**src/rtl/pipe_ctrl_pkg.sv**
```systemverilog
// Shared encodings for the pipeline sequencer: stall vectors, exception codes,
// FSM states and the legacy reset/stall/branch constants.
package pipe_ctrl_pkg;

    localparam logic RST_ENABLE = 1'b1;
    localparam logic NOSTOP     = 1'b0;
    localparam logic STOP       = 1'b1;
    localparam logic BRANCH     = 1'b1;
    localparam logic NOT_BRANCH = 1'b0;

    // Bit 0 PC, 1 IF, 2 ID, 3 EX, 4 MEM, 5 WB.
    localparam logic [5:0] STALL_NONE = 6'b000000;
    localparam logic [5:0] STALL_ID   = 6'b000111;
    localparam logic [5:0] STALL_EX   = 6'b001111;
    localparam logic [5:0] STALL_MEM  = 6'b011111;

    localparam logic [31:0] EXCEPT_NONE = 32'h00000000;
    localparam logic [31:0] EXCEPT_ERET = 32'h0000000e;

    typedef enum logic {
        ST_RUN   = 1'b0,
        ST_FLUSH = 1'b1
    } ctrl_state_e;

    function automatic logic [5:0] stall_encode(input logic id, input logic ex, input logic mem);
        if (mem) return STALL_MEM;
        if (ex)  return STALL_EX;
        if (id)  return STALL_ID;
        return STALL_NONE;
    endfunction

endpackage

```
**src/rtl/pipe_ctrl_stall_watchdog.sv**
```systemverilog
// Total stall-cycle counter plus a sticky flag raised after WDOG_LIMIT
// consecutive PC-stall cycles.
module pipe_ctrl_stall_watchdog
    import pipe_ctrl_pkg::*;
#(
    parameter int unsigned WDOG_LIMIT = 1023
) (
    input  logic        Clk,
    input  logic        Rst,
    input  logic        stall,
    output logic [31:0] stall_cycles,
    output logic        stall_timeout
);

    localparam int unsigned CNT_W = $clog2(WDOG_LIMIT + 1);
    localparam logic [CNT_W-1:0] LIMIT    = CNT_W'(WDOG_LIMIT);
    localparam logic [CNT_W-1:0] LIMIT_M1 = CNT_W'(WDOG_LIMIT - 1);

    logic [CNT_W-1:0] wdog_cnt;

    // NOTE: state registers use non-blocking assignments so every flop samples
    // pre-edge values regardless of statement order.
    always_ff @(posedge Clk) begin
        if (Rst == RST_ENABLE) begin
            stall_cycles  <= '0;
            wdog_cnt      <= '0;
            stall_timeout <= 1'b0;
        end else if (stall == STOP) begin
            stall_cycles <= stall_cycles + 32'd1;
            // Saturate so a very long stall cannot wrap back below the limit.
            if (wdog_cnt != LIMIT) begin
                wdog_cnt <= wdog_cnt + 1'b1;
            end
            if (wdog_cnt == LIMIT_M1) begin
                stall_timeout <= 1'b1;
            end
        end else begin
            wdog_cnt <= '0;
        end
    end

endmodule

```
**src/rtl/pipe_ctrl.sv**
```systemverilog
// Pipeline sequencer: stall vector, PC redirect arbitration, exception flush
// sequencing and buffering of branches resolved while the PC is frozen.
module pipe_ctrl
    import pipe_ctrl_pkg::*;
#(
    parameter logic [31:0] EXC_VECTOR   = 32'h00000020,
    parameter int unsigned FLUSH_CYCLES = 1,
    parameter int unsigned WDOG_LIMIT   = 1023
) (
    input  logic        Clk,
    input  logic        Rst,
    input  logic        stallreq_id_i,
    input  logic        stallreq_ex_i,
    input  logic        stallreq_mem_i,
    input  logic [31:0] excepttype_i,
    input  logic [31:0] cp0_epc_i,
    input  logic        branch_flag_i,
    input  logic [31:0] branch_target_i,
    output logic [5:0]  stall_o,
    output logic        flush_o,
    output logic [31:0] new_pc_o,
    output logic        branch_flag_o,
    output logic [31:0] branch_target_o,
    output logic [31:0] stall_cycles_o,
    output logic        stall_timeout_o
);

    localparam logic [2:0] FLUSH_LOAD = 3'(FLUSH_CYCLES);

    ctrl_state_e state, state_next;
    logic [2:0]  flush_cnt, flush_cnt_next;
    logic        pend_valid;
    logic [31:0] pend_target;
    logic        exc_detect;
    logic [31:0] exc_pc;

    // Exceptions are only honoured in RUN; during FLUSH they come from squashed slots.
    assign exc_detect = (state == ST_RUN) && (excepttype_i != EXCEPT_NONE);
    assign exc_pc     = (excepttype_i == EXCEPT_ERET) ? cp0_epc_i : EXC_VECTOR;
    assign flush_o    = (state == ST_FLUSH);

    // NOTE: combinational blocks assign every output a default first so no
    // path through the case/if tree leaves a latch behind.
    always_comb begin
        state_next     = state;
        flush_cnt_next = flush_cnt;
        case (state)
            ST_RUN: begin
                if (exc_detect) begin
                    state_next     = ST_FLUSH;
                    flush_cnt_next = FLUSH_LOAD;
                end
            end
            ST_FLUSH: begin
                if (flush_cnt <= 3'd1) begin
                    state_next = ST_RUN;
                end else begin
                    flush_cnt_next = flush_cnt - 3'd1;
                end
            end
            default: state_next = ST_RUN;
        endcase
    end

    always_comb begin
        stall_o         = STALL_NONE;
        branch_flag_o   = NOT_BRANCH;
        branch_target_o = '0;
        if (Rst != RST_ENABLE) begin
            // The exception wins the PC in the detect cycle, so no branch leaves then.
            if ((state == ST_RUN) && !exc_detect) begin
                stall_o = stall_encode(stallreq_id_i, stallreq_ex_i, stallreq_mem_i);
                if ((stall_o[0] == NOSTOP) && (pend_valid || branch_flag_i)) begin
                    branch_flag_o = BRANCH;
                end
            end
            branch_target_o = pend_valid ? pend_target : branch_target_i;
        end
    end

    // NOTE: reset is synchronous and active-high to match the rest of the core.
    always_ff @(posedge Clk) begin
        if (Rst == RST_ENABLE) begin
            state     <= ST_RUN;
            flush_cnt <= '0;
        end else begin
            state     <= state_next;
            flush_cnt <= flush_cnt_next;
        end
    end

    always_ff @(posedge Clk) begin
        if (Rst == RST_ENABLE) begin
            new_pc_o    <= '0;
            pend_valid  <= 1'b0;
            pend_target <= '0;
        end else if (exc_detect) begin
            new_pc_o   <= exc_pc;
            pend_valid <= 1'b0;
        end else if (state == ST_RUN) begin
            if (stall_o[0] == NOSTOP) begin
                pend_valid <= 1'b0;
            end else if (branch_flag_i && !pend_valid) begin
                pend_valid  <= 1'b1;
                pend_target <= branch_target_i;
            end
        end
    end

    pipe_ctrl_stall_watchdog #(
        .WDOG_LIMIT(WDOG_LIMIT)
    ) u_watchdog (
        .Clk          (Clk),
        .Rst          (Rst),
        .stall        (stall_o[0]),
        .stall_cycles (stall_cycles_o),
        .stall_timeout(stall_timeout_o)
    );

endmodule

```
**config.mk**
```make
export PLATFORM = sky130hd
export DESIGN_NAME = pipe_ctrl
export DESIGN_NICKNAME = d
export VERILOG_FILES = /design/src/rtl/pipe_ctrl_pkg.sv /design/src/rtl/pipe_ctrl_stall_watchdog.sv /design/src/rtl/pipe_ctrl.sv
export SDC_FILE = /design/constraint.sdc
export NUM_CORES = 1
export LEC_CHECK = 0
export ABC_AREA = 1
export CORE_ASPECT_RATIO = 1.2
export CORE_MARGIN = 2
export CORE_UTILIZATION = 30
export CTS_CLUSTER_SIZE = 10
export DETAILED_ROUTE_END_ITERATION = 7
export HOLD_SLACK_MARGIN = 0.15
export PLACE_DENSITY = 0.6
export SLEW_MARGIN = 25
export SYNTH_ARGS = -nofsm -noshare
export SYNTH_HDL_FRONTEND = slang
export SYNTH_SLANG_ARGS = --single-unit
```
**constraint.sdc**
```tcl
create_clock -name Clk -period 3.46 [get_ports Clk]
set_clock_uncertainty 0.15 [all_clocks]
set_input_delay 0.346 -clock Clk [delete_from_list [all_inputs] [get_ports Clk]]
set_output_delay 0.346 -clock Clk [all_outputs]
set_load 0.01 [all_outputs]
```
-- Yosys cells after proc, flatten, opt, wreduce, memory -nomap -nowiden
Cells that the tools add are included.
- output and inout port bits: 105
- register bits: 112
- RAM bits: 0
- memories kept: 0
- memory bits (read-only): 0
- latch bits: 0
- word-level logic and storage cells: 72
- input port bits: 102
- bitwise logic cells: 4
- multipliers: 0
- shift-type cells: 0
- equal/unequal tests: 6
- multiplexer cells: 36
- add/sub/neg operators: 3
- div/mod/pow operators: 0
- $lt $le $gt $ge: 1
- reductions and logical operators: 14
- operators with widths (operator ; number):
    $mux 32 ; 3
    $mux 6 ; 10
    $add 32x1->32 const B ; 1
    $eq 32x4->1 const B ; 1
    $reduce_bool 32->1 ; 1
    $mux 1 ; 19
    $add 10x1->10 const B ; 1
    $eq 10x10->1 const B ; 1
    $ne 10x10->1 const B ; 1
    $mux 3 ; 2
    $pmux 3 s2 ; 1
    $reduce_and 2->1 ; 3
    $logic_and 1x1->1 ; 4
    $ne 2x2->1 const B ; 2
    $not 1->1 ; 4
    $reduce_and 4->1 ; 1
    $reduce_or 2->1 ; 2
    $le 3x1->1 const B ; 1
    $sub 3x1->3 const B ; 1
    $logic_not 1->1 ; 2
    $ne 2x1->1 const B ; 1
    $pmux 1 s2 ; 1
    $logic_or 1x1->1 ; 1

-- Depth between registers and ports, before layout
- word-level depth: 23
- gate-level depth with buffers: 12
- depth with buffers taken out: 10

-- Modules after synthesis
Synthesis repeated with hierarchy kept, for this count alone.
- cells, all modules: 843
- area, all modules: 5539.1 um2
- by module, submodules not included (module ; sequential area each (um2) ; cells each ; times used ; area each (um2)):
    pipe_ctrl ; 1381.3 ; 508 ; 1 ; 3304.4
    pipe_ctrl_stall_watchdog ; 860.8 ; 335 ; 1 ; 2234.6

-- Worst setup path after synthesis
OpenSTA, ideal clock, no wires.
- path kind: input-to-output
- start point: input excepttype_i[31]
- end point: output stall_o[0]
- data required time: 2.964 ns
- buffers on the path: 3
- cell stages on the path: 10
- slack: 1.570 ns
- arrival: 1.394 ns
- cell sequence: nor2_1 nand2_1 nor2_1 nand2_1 nor2_2 buf_6 nand2_2 nor2_4 buf_6 buf_4
- longest elaborated chain between the ends: 6
- RTL lines (what ; line ; text):
    start, declared ; pipe_ctrl.sv:15 ; input logic [31:0] excepttype_i,
    $reduce_bool 32->1 ; pipe_ctrl.sv:38 ; assign exc_detect = (state == ST_RUN) && (excepttype_i != EXCEPT_NONE);
    $logic_and 1x1->1 ; pipe_ctrl.sv:38 ;
    $logic_not 1->1 ; pipe_ctrl.sv:71 ; if ((state == ST_RUN) && !exc_detect) begin
    $logic_and 1x1->1 ; pipe_ctrl.sv:71 ;
    $mux 6 ; pipe_ctrl.sv:71 ;
    $mux 6 ; pipe_ctrl.sv:69 ; if (Rst != RST_ENABLE) begin
    end, declared ; pipe_ctrl.sv:19 ; output logic [5:0] stall_o,
No other way between the ends.

-- Worst setup path in the final report
- start point: register pend_valid
- end point: output branch_target_o[16]
- longest elaborated chain between the ends: 2
- RTL lines (what ; line ; text):
    start, declared ; pipe_ctrl.sv:32 ; logic pend_valid;
    start signal, assigned ; pipe_ctrl.sv:95 ; pend_valid <= 1'b0;
    start signal, assigned ; pipe_ctrl.sv:99 ; pend_valid <= 1'b0;
    start signal, assigned ; pipe_ctrl.sv:102 ; pend_valid <= 1'b0;
    $mux 32 ; pipe_ctrl.sv:77 ; branch_target_o = pend_valid ? pend_target : branch_target_i;
    $mux 32 ; pipe_ctrl.sv:69 ;
    end, declared ; pipe_ctrl.sv:23 ; output logic [31:0] branch_target_o,
No other way between the ends.

==> impl_metrics.json <==
{
  "status": "complete, no violations",
  "netlist_instances": 876,
  "die-area_sq_um": 19600,
  "swShare": 0.256,
  "cp-end-kind": "primary output",
  "cts.path.max_buffers": 2,
  "synth.distinct_cells": 29,
  "hold_buffers": 0,
  "relSlewSlack": 0.578,
  "rsz0062_at_grt": "false",
  "track_usage": 0.163,
  "max_freq_ghz": 0.364,
  "fp.dieH_um": 153,
  "viasPerCell": 4.44,
  "placementRows": 54,
  "htreeDepth": 3,
  "p_seq_frac": 0.486,
  "power.density_nw_per_um2": 330,
  "pwr-share-clk": 0.408,
  "ios": 207,
  "clk_pin_slew_ps": 80,
  "crit_arrival_ps": 2250,
  "gp_congestion": 0.780,
  "grt_remaining_overflow": 0,
  "timing.setup.critical_path_class": "reg -> out",
  "num_vias": 5713,
  "dr.first_iter.drc_count": 214,
  "crit_required_ps": 2960,
  "drive_gt1_frac": 0.0385,
  "finalCritPeriodShare": 0.795,
  "hold_viol": 0,
  "synth_seq_area_share": 0.403,
  "crit_fanout": 37,
  "grt_max_degree": 75,
  "die_w_um": 128,
  "grt_pass1_wl_mm": 25.9,
  "cts_sinks": 112,
  "grt_pass1_vias": 5308,
  "fillerInstances": 1866,
  "core_area_sq_um": 18200,
  "hpwl_mm": 11.5,
  "layout.nets": 1166,
  "synth_nets": 983,
  "antenna_found_initial": 1,
  "cts_tree": "done",
  "tightest_slew_ps": 632,
  "cap_viol_max_count": 0,
  "detail_route.wl_per_cell_um": 12.3,
  "start_util": 0.306,
  "worst_slack_ps": 711,
  "yosys_warnings": 0,
  "dp_worst_setup_slack_ps": 685,
  "fin_crit_ps": 2750,
  "clockRootBuffer": "clkbuf_16",
  "antenna_left": 0,
  "dr.pass1.iters": 5,
  "p_int_mw": 1.98,
  "port_buffers": 205,
  "worstSkewPairLatency_ps": 360,
  "comb_power_share": 0.106,
  "report.final.slew_viol_count": 0,
  "synth_seq_cells": 112,
  "cts_made_buffers": 9,
  "rrSetupSlack_ps": 1190,
  "n_antenna_cell": 0,
  "p_leak_nw": 3.23,
  "drc_errors": 0,
  "cts-resized-gates": 0,
  "syn_area_sq_um": 5560,
  "synth_area_per_cell_sq_um": 6.35,
  "wl_mm": 15.9,
  "syn_to_final_growth_pct": 45.3,
  "timing.setup.tns_ps": 0,
  "cts_setup_buffers": 0,
  "hold_path_class": "reg -> reg",
  "peakVddDrop_uv": 213,
  "setup_viol": 0,
  "p_sw_uw": 681,
  "critPathLaunchType": "flop"
}
## cell type report
cell class,instances,area [sq um],area share
inverter,96,362,0.0447
timing repair buffer,217,2170,0.268
clock buffer,9,225,0.0279
clock inverter,7,83.8,0.0104
sequential,112,2240,0.278
tap,224,280,0.0347
multi-input combinational,623,2720,0.337
## synthesized netlist by cell type (all sizes together)
master / instances / area [sq um]
or2: 2 / 12.5
buf: 22 / 154
clkbuf: 23 / 86.3
nand4: 11 / 75.1
nand3: 28 / 145
nor2: 184 / 703
ha: 5 / 62.6
conb: 1 / 3.75
nor3: 4 / 20.0
dfxtp: 112 / 2240
a21oi: 52 / 268
nand3b: 2 / 15.0
inv: 96 / 360
nor4: 1 / 6.26
a211oi: 1 / 7.51
xnor2: 2 / 17.5
o21ai: 77 / 385
o21bai: 12 / 90.1
nand2: 241 / 907
## final timing paths
kind	cells past startpoint	start	end
hold reg to reg	2	u_watchdog.stall_timeout$_SDFFE_PP0P_	u_watchdog.stall_timeout$_SDFFE_PP0P_
setup / recovery	4	pend_valid$_SDFFE_PP0P_	branch_target_o[16]
hold / removal	2	u_watchdog.stall_timeout$_SDFFE_PP0P_	u_watchdog.stall_timeout$_SDFFE_PP0P_
setup reg to reg	10	u_watchdog.stall_cycles[1]$_SDFFE_PP0P_	u_watchdog.stall_cycles[26]$_SDFFE_PP0P_
## through the flow
stage / std cells / instance area, sq um / utilization / hold slack, ps / total power, mW
after CTS: 1288 / 8080 / 0.445 / 305 / 2.70
final: 1288 / 8080 / 0.445 / 301 / 2.66
after global placement: 1272 / 7770 / 0.428 / 288 / 1.61
after global routing: 1288 / 8080 / 0.445 / 335 / 2.78
after detailed placement: 1272 / 7770 / 0.428 / 292 / 1.61
after floorplan: 876 / 5560 / - / 265 / 1.42
## power groups by stage
stage                     clock network (mW)  logic [mW]  registers [mW]
after floorplan                            0      0.0951            1.33
after global placement                     0       0.283            1.32
after detailed placement                   0       0.284            1.33
after CTS                               1.12       0.286            1.29
after global routing                    1.17       0.307            1.30
final                                   1.09       0.282            1.29
## flip-flops by register name (all words and copies together), names as in the netlist
| signal | flops |
|---|---|
| u_watchdog.wdog_cnt | 10 |
| u_watchdog.stall_cycles | 32 |
| u_watchdog.stall_timeout | 1 |
| new_pc_o | 32 |
| flush_o | 1 |
| flush_cnt | 3 |
| pend_valid | 1 |
| pend_target | 32 |
## critical path, stage by stage, from the launching register on
cell	delay (ps)
dfxtp_2	740
buf_4	320
o21ai_0	90
a21oi_1	160
clkdlybuf4s50_1	570
## layout by cell type, fill, tap and decap left out
| master | instances |
|---|---|
| inv_1 | 95 |
| dfxtp_2 | 1 |
| buf_12 | 2 |
| dfxtp_1 | 111 |
| nor3_1 | 4 |
| nand2_2 | 1 |
| clkbuf_16 | 9 |
| nand4_1 | 10 |
| xnor2_1 | 2 |
| o21ai_0 | 73 |
| clkdlybuf4s50_1 | 205 |
| nor2_1 | 180 |
| nand4_2 | 1 |
| nand2_1 | 240 |
| clkinv_8 | 2 |
| buf_4 | 10 |
| ha_1 | 5 |
| clkinv_2 | 1 |
| nor4_1 | 1 |
| a21oi_1 | 50 |
| o21ai_1 | 4 |
| a211oi_1 | 1 |
| or2_2 | 2 |
| nand3_2 | 1 |
| o21bai_1 | 12 |
| inv_8 | 3 |
| nor2_4 | 1 |
| a21oi_2 | 2 |
| inv_6 | 2 |
| conb_1 | 1 |
| nor2_2 | 3 |
| nand3b_1 | 2 |
| nand3_1 | 27 |
## cells by family after synthesis
group / synth area share
AOI/OAI and AO/OA: 0.135
xor gates and xnor gates: 0.00315
adders and majority gates: 0.0112
and+or+nand+nor: 0.339
DFF: 0.403
buffers and inverters: 0.108
other: 0.000674
## metal layers
layer  share of wire  wire length, um  GRT usage  up-vias
li1                -                -          -     3077
met1            0.45             7210      0.201     2489
met2            0.48             7560      0.273      123
met3           0.050              795     0.0382       22
met4           0.020              310     0.0602        2
met5         0.00082               13          0        -
No activity file was read; power rests on OpenSTA's default activity.
